`config.mk`:
```
export PLATFORM = sky130hd
export DESIGN_NAME = commit_stage
export DESIGN_NICKNAME = d
export VERILOG_FILES = /design/src/rtl/commit_stage.sv
export SDC_FILE = /design/constraint.sdc
export NUM_CORES = 1
export LEC_CHECK = 0
export ABC_AREA = 1
export CAP_MARGIN = 0
export CORE_MARGIN = 1
export CORE_UTILIZATION = 47
export DETAILED_ROUTE_END_ITERATION = 7
export GPL_TIMING_DRIVEN = 0
export PLACE_DENSITY = 0.81
export SLEW_MARGIN = 30
export SYNTH_ARGS = -nofsm -noshare
export SYNTH_HDL_FRONTEND = slang
export SYNTH_SLANG_ARGS = --single-unit
```
`constraint.sdc`:
```
create_clock -name clk -period 1.58 [get_ports clk]
set_input_delay 0.158 -clock clk [delete_from_list [all_inputs] [get_ports clk]]
set_output_delay 0.158 -clock clk [all_outputs]
set_load 0.005 [all_outputs]
```
`src/rtl/commit_stage.sv`:
```
// In-order retirement stage at the ROB head: pops completed entries, publishes
// architectural/store/PHT updates and sequences exception and mispredict flushes.
module commit_stage #(
  parameter int ROB_ADDR_W = 4,
  parameter int ADDR_W     = 32,
  parameter int REG_ADDR_W = 5,
  parameter int GHR_W      = 5,
  parameter int EXC_W      = 8
) (
  input  logic                  clk,
  input  logic                  rst,
  input  logic                  can_commit,
  input  logic                  done_in,
  input  logic [ROB_ADDR_W-1:0] rob_addr_in,
  input  logic                  reg_write_en_in,
  input  logic [REG_ADDR_W-1:0] reg_write_addr_in,
  input  logic                  mem_write_flag_in,
  input  logic                  is_branch_in,
  input  logic                  pred_taken_in,
  input  logic                  act_taken_in,
  input  logic [ADDR_W-1:0]     target_in,
  input  logic [GHR_W-1:0]      pht_index_in,
  input  logic                  is_delayslot_in,
  input  logic [EXC_W-1:0]      exc_type_in,
  input  logic [ADDR_W-1:0]     pc_in,
  input  logic                  store_ack,
  output logic                  commit_en,
  output logic                  arch_we,
  output logic [REG_ADDR_W-1:0] arch_waddr,
  output logic [ROB_ADDR_W-1:0] arch_rob_addr,
  output logic                  store_req,
  output logic                  pht_update,
  output logic [GHR_W-1:0]      pht_index,
  output logic                  pht_taken,
  output logic                  exc_req,
  output logic [EXC_W-1:0]      exc_type,
  output logic [ADDR_W-1:0]     exc_pc,
  output logic                  exc_delayslot,
  output logic                  flush,
  output logic [ADDR_W-1:0]     redirect_pc
);

  typedef enum logic [1:0] {
    RUN        = 2'd0,
    STORE_WAIT = 2'd1,
    DSLOT      = 2'd2,
    FLUSH      = 2'd3
  } state_t;

  localparam logic [ADDR_W-1:0] PC_STEP = ADDR_W'(8);

  state_t                  r_state, w_state_nxt;
  logic                    r_arch_we, w_arch_we;
  logic [REG_ADDR_W-1:0]   r_arch_waddr, w_arch_waddr;
  logic [ROB_ADDR_W-1:0]   r_arch_rob_addr, w_arch_rob_addr;
  logic                    r_store_req, w_store_req;
  logic                    r_pht_update, w_pht_update;
  logic [GHR_W-1:0]        r_pht_index, w_pht_index;
  logic                    r_pht_taken, w_pht_taken;
  logic                    r_exc_req, w_exc_req;
  logic [EXC_W-1:0]        r_exc_type, w_exc_type;
  logic [ADDR_W-1:0]       r_exc_pc, w_exc_pc;
  logic                    r_exc_delayslot, w_exc_delayslot;
  logic                    r_flush, w_flush;
  logic [ADDR_W-1:0]       r_redirect_pc, w_redirect_pc;
  logic [ADDR_W-1:0]       r_redirect_tgt, w_redirect_tgt;
  logic                    w_commit_en;
  logic                    w_ready;
  logic                    w_has_exc;
  logic                    w_we_head;

  assign w_ready   = can_commit & done_in;
  assign w_has_exc = (exc_type_in != '0);
  // GPR 0 is hard-wired, so writes to it never reach the architectural state.
  assign w_we_head = reg_write_en_in & (reg_write_addr_in != '0);

  // Next-state, pop decision and next values of every registered output.
  always_comb begin
    w_state_nxt     = r_state;
    w_commit_en     = 1'b0;
    w_arch_we       = 1'b0;
    w_arch_waddr    = '0;
    w_arch_rob_addr = '0;
    w_store_req     = 1'b0;
    w_pht_update    = 1'b0;
    w_pht_index     = '0;
    w_pht_taken     = 1'b0;
    w_exc_req       = 1'b0;
    w_exc_type      = r_exc_type;
    w_exc_pc        = r_exc_pc;
    w_exc_delayslot = r_exc_delayslot;
    w_flush         = 1'b0;
    w_redirect_pc   = '0;
    w_redirect_tgt  = r_redirect_tgt;

    case (r_state)
      RUN: begin
        if (w_ready && w_has_exc) begin
          w_commit_en     = 1'b1;
          w_exc_req       = 1'b1;
          w_exc_type      = exc_type_in;
          w_exc_pc        = pc_in;
          w_exc_delayslot = is_delayslot_in;
          w_flush         = 1'b1;
          w_state_nxt     = FLUSH;
        end else if (w_ready && mem_write_flag_in) begin
          // The store stays at the head until the store buffer accepts it.
          w_store_req = 1'b1;
          w_state_nxt = STORE_WAIT;
        end else if (w_ready) begin
          w_commit_en = 1'b1;
          if (w_we_head) begin
            w_arch_we       = 1'b1;
            w_arch_waddr    = reg_write_addr_in;
            w_arch_rob_addr = rob_addr_in;
          end else begin
            w_arch_we = 1'b0;
          end
          if (is_branch_in) begin
            w_pht_update = 1'b1;
            w_pht_index  = pht_index_in;
            w_pht_taken  = act_taken_in;
          end else begin
            w_pht_update = 1'b0;
          end
          if (is_branch_in && (pred_taken_in != act_taken_in)) begin
            w_redirect_tgt = act_taken_in ? target_in : (pc_in + PC_STEP);
            w_state_nxt    = DSLOT;
          end else begin
            w_state_nxt = RUN;
          end
        end else begin
          w_state_nxt = RUN;
        end
      end
      STORE_WAIT: begin
        if (store_ack) begin
          w_commit_en = 1'b1;
          w_state_nxt = RUN;
        end else begin
          w_store_req = 1'b1;
        end
      end
      DSLOT: begin
        if (w_ready && w_has_exc) begin
          // A faulting delay slot overrides the pending branch redirect.
          w_commit_en     = 1'b1;
          w_exc_req       = 1'b1;
          w_exc_type      = exc_type_in;
          w_exc_pc        = pc_in;
          w_exc_delayslot = 1'b1;
          w_flush         = 1'b1;
          w_state_nxt     = FLUSH;
        end else if (w_ready) begin
          w_commit_en = 1'b1;
          if (w_we_head) begin
            w_arch_we       = 1'b1;
            w_arch_waddr    = reg_write_addr_in;
            w_arch_rob_addr = rob_addr_in;
          end else begin
            w_arch_we = 1'b0;
          end
          w_flush       = 1'b1;
          w_redirect_pc = r_redirect_tgt;
          w_state_nxt   = FLUSH;
        end else begin
          w_state_nxt = DSLOT;
        end
      end
      FLUSH: begin
        w_state_nxt = RUN;
      end
      default: begin
        w_state_nxt = RUN;
      end
    endcase
  end

  // State and output registers.
  always_ff @(posedge clk or negedge rst) begin
    if (!rst) begin
      r_state         <= RUN;
      r_arch_we       <= 1'b0;
      r_arch_waddr    <= '0;
      r_arch_rob_addr <= '0;
      r_store_req     <= 1'b0;
      r_pht_update    <= 1'b0;
      r_pht_index     <= '0;
      r_pht_taken     <= 1'b0;
      r_exc_req       <= 1'b0;
      r_exc_type      <= '0;
      r_exc_pc        <= '0;
      r_exc_delayslot <= 1'b0;
      r_flush         <= 1'b0;
      r_redirect_pc   <= '0;
      r_redirect_tgt  <= '0;
    end else begin
      r_state         <= w_state_nxt;
      r_arch_we       <= w_arch_we;
      r_arch_waddr    <= w_arch_waddr;
      r_arch_rob_addr <= w_arch_rob_addr;
      r_store_req     <= w_store_req;
      r_pht_update    <= w_pht_update;
      r_pht_index     <= w_pht_index;
      r_pht_taken     <= w_pht_taken;
      r_exc_req       <= w_exc_req;
      r_exc_type      <= w_exc_type;
      r_exc_pc        <= w_exc_pc;
      r_exc_delayslot <= w_exc_delayslot;
      r_flush         <= w_flush;
      r_redirect_pc   <= w_redirect_pc;
      r_redirect_tgt  <= w_redirect_tgt;
    end
  end

  assign commit_en     = w_commit_en;
  assign arch_we       = r_arch_we;
  assign arch_waddr    = r_arch_waddr;
  assign arch_rob_addr = r_arch_rob_addr;
  assign store_req     = r_store_req;
  assign pht_update    = r_pht_update;
  assign pht_index     = r_pht_index;
  assign pht_taken     = r_pht_taken;
  assign exc_req       = r_exc_req;
  assign exc_type      = r_exc_type;
  assign exc_pc        = r_exc_pc;
  assign exc_delayslot = r_exc_delayslot;
  assign flush         = r_flush;
  assign redirect_pc   = r_redirect_pc;

endmodule

```
==> summary.txt <==
CTS
  – TritonCTS Buffers: 17
  – CTS H-tree lvls: 4
  – Clock net sink count: 127
  – Max Root-Sink Buffers: 2
  – CTS tree: built
  – Clock transition at path regs: 60 ps
  – Clock latency on the worst-skew pair: 420 ps
  – CTS root buf: clkbuf_16

Power and ir drop
  – Sequential fraction of design power: 38.7%
  – Total chip power: 11.82 mW
  – Internal power: 8.393 mW
  – Power share of the clock group: 35.3%
  – Leak: 4.288 nW
  – Sw Share: 29.02%
  – Peak supply drop: 964.1 uV
  – Switching power: 3.431 mW
  – Pwr dens: 1323 nW/um^2
  – Comb pwr share: 25.9%

Placement
  – Final RePlAce weighted congestion: 0.9219
  – I/O Buffers: 189
  – Setup Slack @ Placement: -571.9 ps
  – Hpwl dp: 13.15 mm

Timing
  – TNS Setup: -27.66 ps
  – Final worst path period share: 101.8%
  – Hold Vio Cnt, Final: 0
  – Actual slew at the worst max-slew pin: 669.6 ps
  – Final setup viols: 1
  – Setup ws final: -27.66 ps
  – Relative slew margins: 55.36%
  – Final min period: 1608 ps
  – Fmax: 0.6220 GHz
  – Final Max Tran Viols: 0
  – RSZ-0062 raised after global routing: true
  – Worst Skew: 4.866 ps

Finish
  – Number of diodes: 0
  – Layout cells sized above 1: 10.17%
  – Area growth from synthesis to layout: 50.66%
  – Fillcell total: 946
  – Post-layout net count: 1,098

Global routing
  – Largest net degree at the start of global routing: 67
  – Tot GR Track Use: 29.08%
  – Remaining Overflow, GRT: 0
  – First-pass GRT wire length: 28.43 mm
  – Vias in the first global route: 5,733
  – Initial antenna violation count: 0

Synthesis
  – Post-synth top area share: 53.58%
  – Post-synth EDFFs: 0
  – Compound-Gate Fraction of Synth Area: 5.737%
  – Most common cell in the netlist: nand2_1
  – Sequential share of the synthesized area: 53.58%
  – Synthesized instance count: 779
  – Mean Syn Cell Area: 7.615 sq um
  – Post-Synth Simple-Gate Area: 32.71%
  – Asr flop ratio synth: 100.0%
  – Top post-synthesis cells by count: nand2_1, dfrtp_1, nor2_1
  – Ranking of synthesized cells by area: dfrtp_1, nand2_1, nor2_1
  – Post-synthesis xor/xnor area fraction: 0.1476%
  – Leading area contributor after synthesis: dfrtp_1
  – Syn nets: 877
  – Synth warnings: 0
  – Count of cell types in the netlist: 30
  – Synth Register Bits: 127
  – Synth Area in Adders: 0.2109%
  – Mapped cell area: 5932 sq um
  – Multiplexer share of the synthesized area: 0.1687%
  – Top FF cell, synth: dfrtp_1
  – Largest family of logic cells by synthesized area: simple AND/OR/NAND/NOR gates

Floorplanning
  – CORE AREA: 12,160 sq um
  – Die Y: 114.3 um
  – Horiz. Die Dim: 114.3 um
  – Starting density of the core: 48.78%
  – Rows: 40
  – IO Pins: 191
  – Die area: 13,070 sq um

Routing
  – Vias: 5,923
  – Residual DRC: 0
  – Final WL: 18.22 mm
  – Wire per inst: 15.42 um
  – Vias per inst: 5.015
  – ANT nets after route: 0
  – DRT iter0 DRCs: 424
  – First drt pass iteration count: 5

Critical path
  – Setup CP Type: register to output pin
  – CP Launch Type: register
  – Largest fanout on the critical path: 2
  – Worst Path Required: 1420 ps
  – Crit path DAT: 1450 ps
  – Crit. End Element: output pin

Run status
  – Failing checks: setup timing
  – Status: finished, violations left

Min path
  – HP Class: input pin to register

Flow run
  – Max-Cap Viols: 0
==> flip-flops by register name, summed over array words and instances (netlist names), 2 cells and up <==
name            count
r_redirect_tgt     32
pht_index           5
exc_pc             32
exc_type            8
arch_rob_addr       4
redirect_pc        32
arch_waddr          5
r_state             2
==> power by group through the flow <==
stage	logic, mW	registers (mW)	clock network, mW
final	3.07	4.58	4.18
after global routing	3.37	4.66	4.37
after CTS	2.98	4.57	4.21
after detailed placement	2.81	4.58	0
after global placement	2.76	4.57	0
after floorplan	1.17	4.55	0
==> final timing paths <==
kind	start	end	slack, ps	depth (start not counted)
setup / recovery	r_state[1]	commit_en	-30	7
hold / removal	pc_in[4]	exc_pc[4]	80	3
setup reg to reg	r_state[1]	redirect_pc[26]	100	8
hold reg to reg	exc_pc[4]	exc_pc[4]	480	2
max in group asynchronous	rst	r_state[0]	620	3
min in group asynchronous	rst	exc_type[0]	280	2
==> critical path, cell delays in order, from the launching register on <==
cell and delay (ps):
dfrtp_1 420, inv_2 100, nor2_4 50, nand2_4 70
inv_4 40, a31oi_4 130, o31ai_2 80, buf_2 130
==> what timing repair did <==
action | CTS | global route
setup endpoints to repair | 19 | 69
hold buffers | 1 | 0
endpoints found under the hold margin | 65 | 0
buffers inserted | 5 | 6
resized for setup | 21 | 29
pin swaps | 1 | 5
gates cloned | 0 | 0
==> cell usage in the layout, fill, tap and decap left out, drive strengths merged, types with 2 or more instances in the layout <==
cell,instances
inv,79
bufinv,4
clkinvlp,2
o21ai,58
nor2,130
nand2,300
dlymetal6s2s,3
a31oi,2
clkbuf,29
a21oi,3
nand4,2
nand3,43
dfrtp,127
clkdlybuf4s50,184
buf,28
nor3,6
clkinv,3
==> through the flow <==
| stage | hold WS, ps | instance area (sq um) | instances | utilization (%) |
|---|---|---|---|---|
| floorplan | -137.6 | 5932 | 779 | - |
| global placement | 463.9 | 8034 | 1136 | 66.06 |
| detailed placement | 136.3 | 8066 | 1137 | 66.33 |
| CTS | 170.4 | 8800 | 1175 | 72.36 |
| global route | 109.3 | 8937 | 1181 | 73.49 |
| finish | 83.92 | 8937 | 1181 | 73.49 |
==> per-layer routing <==
metal,wire length (um),vias up,global-route usage [%]
li1,-,2850,-
met1,7379,2775,36.05
met2,8839,256,49.01
met3,1409,42,6.458
met4,587,0,12.47
met5,0,-,0
==> logic make-up (layout without fill, tap and decap cells) <==
group,count (synthesis),in the layout
compound gates,66,66
xor+xnor,1,1
fa+ha+maj,1,1
buf+inv,99,333
flops,127,127
mux,1,1
simple gates,484,484
==> final cells by class <==
class / instances / area [sq um] / share of cell area, %
Sequential cell: 127 / 3179 / 35.57
Multi-Input combinational cell: 553 / 2437 / 27.27
Timing Repair Buffer: 202 / 2019 / 22.60
Clock buffer: 18 / 429.2 / 4.802
Inverter: 74 / 282.8 / 3.164
Tap cell: 168 / 210.2 / 2.352
Clock inverter: 14 / 203.9 / 2.282
Buffer: 25 / 175.2 / 1.960
Power figures use the tool's default switching activity.
